### config.mk
export PLATFORM = sky130hd
export DESIGN_NAME = aes_round_ctrl
export DESIGN_NICKNAME = d
export VERILOG_FILES = /design/src/rtl/aes_round_ctrl.sv
export SDC_FILE = /design/constraint.sdc
export NUM_CORES = 1
export LEC_CHECK = 0
export ABC_AREA = 1
export ABC_CLOCK_PERIOD_IN_PS = 3130
export CORE_AREA = 8 8 245 247
export CTS_BUF_LIST = sky130_fd_sc_hd__clkbuf_16
export DETAILED_ROUTE_END_ITERATION = 10
export DIE_AREA = 0 0 253 255
export GPL_TIMING_DRIVEN = 0
export MAX_ROUTING_LAYER = met4
export SYNTH_ARGS = -nofsm -noshare
export SYNTH_HDL_FRONTEND = slang
export SYNTH_SLANG_ARGS = --single-unit
### constraint.sdc
create_clock -name clk -period 3.13 [get_ports clk]
set_input_delay 0.626 -clock clk [delete_from_list [all_inputs] [get_ports clk]]
set_output_delay 0.626 -clock clk [all_outputs]
set_load 0.005 [all_outputs]
### src/rtl/aes_round_ctrl.sv
// AES round sequencer: initial AddRoundKey on acceptance, then NR iterations through an
// external combinational round datapath, holding the ciphertext until the consumer takes it.
module aes_round_ctrl #(
  parameter int unsigned NR = 10
) (
  input  logic         clk,
  input  logic         rst,
  input  logic         in_valid,
  output logic         in_ready,
  input  logic [127:0] data_in,
  output logic [3:0]   rk_idx,
  input  logic [127:0] round_key,
  output logic [127:0] rd_in,
  output logic         rd_final,
  input  logic [127:0] rd_out,
  output logic         out_valid,
  input  logic         out_ready,
  output logic [127:0] data_out,
  output logic         busy
);

  typedef enum logic [1:0] {StIdle, StRound, StDone} fsm_e;

  localparam logic [3:0] LastRnd = 4'(NR);

  fsm_e         fsm_q;
  logic [127:0] state_q;
  logic [3:0]   rnd_q;
  logic         last_rnd;

  assign last_rnd = (rnd_q == LastRnd);

  // Sequencer: control state, cipher state and round counter advance together.
  always_ff @(posedge clk) begin
    if (rst) begin
      fsm_q   <= StIdle;
      state_q <= '0;
      rnd_q   <= '0;
    end else begin
      case (fsm_q)
        StIdle: begin
          if (in_valid) begin
            // rk_idx is 0 here, so round_key is the whitening key.
            state_q <= data_in ^ round_key;
            rnd_q   <= 4'd1;
            fsm_q   <= StRound;
          end
        end
        StRound: begin
          state_q <= rd_out ^ round_key;
          if (last_rnd) begin
            fsm_q <= StDone;
          end else begin
            rnd_q <= rnd_q + 4'd1;
          end
        end
        StDone: begin
          // State is left untouched so data_out stays valid through the handshake.
          if (out_ready) begin
            fsm_q <= StIdle;
          end
        end
        default: begin
          fsm_q <= StIdle;
        end
      endcase
    end
  end

  // Output decode: every output is a function of registered state only.
  always_comb begin
    in_ready  = (fsm_q == StIdle);
    busy      = (fsm_q != StIdle);
    out_valid = (fsm_q == StDone);
    rd_final  = (fsm_q == StRound) && last_rnd;
    rk_idx    = (fsm_q == StRound) ? rnd_q : 4'd0;
    rd_in     = state_q;
    data_out  = state_q;
  end

endmodule
Word-level counts from Yosys, hierarchy flattened
Cells that the tools add are included.

operators by class
  add/subtract/negate cells = 1
  eq/ne operators = 7
  mux-type cells = 10
  bitwise operators = 2
  reductions and logical operators = 7

operator list
  cell                                                                   number
  128-bit one-hot mux with 2 select lines                                1
  128-bit bitwise XOR                                                    2
  128-bit two-way mux                                                    1
  4-bit two-way mux                                                      3
  4-bit one-hot mux with 2 select lines                                  1
  2-bit two-way mux                                                      3
  2-bit != test, second input constant                                   3
  2-bit one-hot mux with 3 select lines                                  1
  3-bit AND reduction                                                    2
  4-bit by 1-bit adder with 4-bit output, second input constant          1
  4-bit equality test, second input constant                             1
  2-bit nonzero test                                                     2
  2-bit by 1-bit equality test with 1-bit output, second input constant  1
  2-bit equality test, second input constant                             1
  2-bit logical NOT                                                      1
  2-bit by 1-bit != test with 1-bit output, second input constant        1
  2-bit AND reduction                                                    1
  1-bit logical AND                                                      1

storage, ports and cells
  register bits after elaboration = 134
  bits of input ports = 388
  output and inout port bits = 264
  word-level logic and storage cells = 30

Longest topological paths before layout
  depth in word-level cells = 3
  depth in mapped cells = 10
  depth with buffers taken out = 8

Least setup slack after synthesis
No wires, ideal clock.

  kind = reg-to-output
  from = register fsm_q[0]
  to = output port rd_final
  arrival = 1031 ps
  required time = 2504 ps
  slack = 1473 ps
  stages on the path, launching flop included = 6
  buffers on the path = 2
  cell sequence = dfxtp_1 -> buf_4 -> nand2_1 -> buf_2 -> or2_2 -> inv_1

on the way
  longest elaborated chain between the ends = 2

ends and longest elaborated chain
  element                                         RTL line  RTL
  from (decl)                                     26        fsm_e fsm_q;
  from (signal assigned)                          36        fsm_q <= StIdle;
  from (signal assigned)                          46        fsm_q <= StRound;
  from (signal assigned)                          52        fsm_q <= StDone;
  2-bit by 1-bit equality test with 1-bit output  75        rd_final = (fsm_q == StRound) && last_rnd;
  1-bit logical AND                               75
  to (decl)                                       14        output logic rd_final,

No other way between the ends.

Final worst setup path
  from = register fsm_q[0]
  to = output port out_valid

on the way
  longest elaborated chain between the ends = 1

ends and longest elaborated chain
  element              RTL line  RTL
  2-bit equality test  74        out_valid = (fsm_q == StDone);
  to (decl)            16        output logic out_valid,

No other way between the ends.

==> metrics.csv <==
metric,value,unit
Syn Inst Count,2236,
final period demand of the worst path,2.969,ns
multiplexer share of the synthesized area,0,
maxcap violations,0,
TritonCTS buffer count,17,
Post-CTS Hold Fix Bufs,0,
synth unique cells,17,
WL final,66.44,mm
die span in y,255,µm
syn_area_per_cell,5.382,µm²
skew final,0.01391,ns
Clock Power Share,0.269,
R2R setup slack,0.84,ns
Peak VDD IR,0.4383,mV
"area leader, netlist",nand3_1,
routed vias,15816,
status,completed,
CTS tree,built,
starting DRC count in detailed routing,1039,
GP Congestion,0.8998,
sequential element share of the synthesized area,0.2229,
die outline area,64520,µm²
P_leak,0.01074,µW
Final Hold Fails,0,
row count,87,
Stages on worst setup path,5,
worst-path fanout max,10,
Routed wire per std cell,18.04,µm
Ys Warns,0,
Worst Max-Slew Pin Slew,1.140,ns
first-pass GRT wire length,95.30,mm
CP top delay family,buffers and inverters,
mapped cell area,12030,µm²
die width,253,µm
WP data required,2.50,ns
antenna violations before repair,9,
"Worst Path Class, Setup",flop to output port,
internal power,4732,µW
DP Wirelength,52.54,mm
cell mode on critical path,buf_4,
Max Slew Vio Count,0,
drt pass-1 iters,5,
Flop pwr share,0.296,
largest incremental delay on the critical path,0.51,ns
"Setup violations, final",0,
Core ar.,55950,µm²
vias in the first global route,15146,
Compound-Gate Fraction of Synth Area,0.001664,
Top Ports,652,
GRT overflow,0,
Cell Pwr Density,360.4,nW/µm²
worst skew pair latency,0.48,ns
Hold WC Path Type,flop to flop,
post-synthesis adder-cell area fraction,0.002079,
combinational share of power,0.434,
fin crit share,0.9486,
Reg-to-Reg Start,fsm_q[0],
Yosys top cell area share,0.2687,
RSZ-0062 raised after global routing,no,
antenna-violating nets left,0,
largest net degree at the start of global routing,20,
"Slowest-stage cell, CP",clkdlybuf4s50_1,
Net Sw Frac,0.3451,
Area growth syn-to-layout,66.59,%
relative slew slack,0.2398,
root buffer cell,clkbuf_16,
drt drc,0,
share of layout cells above drive strength 1,0.07682,
post-CTS setup repair buffer count,0,
largest family of logic cells by synthesized area,simple AND/OR/NAND/NOR gates,
Overall Global Routing Usage,0.2027,
hold_ws,0.5380,ns
"Clk pin slew, worst setup/hold paths",0.06,ns
CP Capture Type,output port,
PortBufs,650,
Initial Utilization,0.2151,
Sink Count,134,
Total Nets Final,3294,
Reg-to-Reg End,data_out[107],
R2R cell count,8,
CP cell instances,buf_4 -> buf_4 -> clkbuf_1 -> nor2_1 -> clkdlybuf4s50_1,
"Data arrival, critical path",2.34,ns
syn_nets,2626,
most frequent cells in the layout,"clkdlybuf4s50_1 (649), nand3_1 (646), inv_1 (524), nand2_1 (398), nor2_1 (266)",
synth top area cells,"nand3_1 (27%), dfxtp_1 (22%), inv_1 (16%)",
Post-Synth Simple-Gate Area,0.4788,
startpoint type of the worst setup path,flop,
#FFs+latches synth,134,
CP Launch Point,fsm_q[0],
post-synthesis xor/xnor area fraction,0,
Max Fclk,336.8,MHz
setup TNS,0,ns
H-tree Lvls,4,
Hold Path Depth,2,
DR vias/cell,4.293,
crit path capture,out_valid,
"commonest non-fill, non-tap cell in the layout",clkdlybuf4s50_1,
net switching power figure,2494,µW
Clock Path Buffers,2,
CP Buf/Inv Count,4,
## stage by stage
step                cells  setup WS, ns  power, µW  utilization  area, µm²
floorplan            2236         1.473       3500            -      12030
global placement     3642        0.3045       5322       0.3483      19490
detailed placement   3642        0.2936       5334       0.3483      19490
CTS                  3672       0.01390       7337       0.3577      20010
global route         3681      0.003030       7677       0.3582      20040
finish               3684        0.1610       7225       0.3583      20050
## Yosys cell counts
library cell	instances
a21oi_1	4
buf_1	19
buf_2	46
buf_4	146
buf_6	1
clkbuf_1	45
dfxtp_1	134
ha_1	2
inv_1	522
inv_2	2
nand2_1	398
nand2_2	2
nand3_1	646
nand4_1	1
nor2_1	266
nor2_4	1
or2_2	1
## worst min-delay path, cell delays in order, from the launching register on
cell and delay [ns]:
dfxtp_1 0.35, nor2_1 0.11, nor2_1 0.05
## worst min path at each step
stage	start	endpoint	slack, ns
after global routing	rnd_q[2]	rnd_q[2]	0.57
after CTS	rnd_q[2]	rnd_q[2]	0.54
after global placement	rnd_q[2]	rnd_q[2]	0.53
after detailed placement	rnd_q[0]	rnd_q[0]	0.53
final	rnd_q[0]	rnd_q[0]	0.54
after floorplan	rnd_q[2]	rnd_q[2]	0.50
## power groups by stage
stage / clock (µW) / combinational (µW) / sequential [µW]
floorplan: 0 / 1410 / 2100
global placement: 0 / 3140 / 2180
detailed placement: 0 / 3150 / 2180
CTS: 2020 / 3170 / 2150
global route: 2070 / 3440 / 2160
finish: 1950 / 3140 / 2140
## flip-flops by register name (all words and copies together) (netlist names)
signal	count
fsm_q	2
rnd_q	4
data_out	128
## kinds of logic (layout without fill, tap and decap cells)
| group | count (synthesis) | after routing |
|---|---|---|
| other | 0 | 12 |
| buffers and inverters | 781 | 1461 |
| flip-flops | 134 | 134 |
| AND/OR/NAND/NOR | 1315 | 1315 |
| adder cells (fa/ha/maj) | 2 | 2 |
| AO/OA/AOI/OAI | 4 | 4 |
## metal layers
layer / vias up / global-route usage / part of all wire
li1: 7989 / - / -
met1: 7199 / 0.2433 / 0.43
met2: 575 / 0.3406 / 0.48
met3: 53 / 0.04853 / 0.074
met4: 0 / 0.04915 / 0.015
met5: - / - / 0
## layout make-up
cell class	instances	area (µm²)
Antenna cell	12	30.03
Buffer	256	1585
Clock buffer	17	425.4
Clock inverter	14	96.34
Fill cell	6165	35900
Inverter	524	1967
Multi-Input combinational cell	1321	5807
Sequential cell	134	2683
Tap cell	756	945.9
Timing Repair Buffer	650	6509
## repair_timing
action | in CTS | in global routing
gates cloned | 0 | 0
endpoints found under the setup margin | 5 | 1
gates resized for setup | 4 | 2
Power figures use the tool's default switching activity.
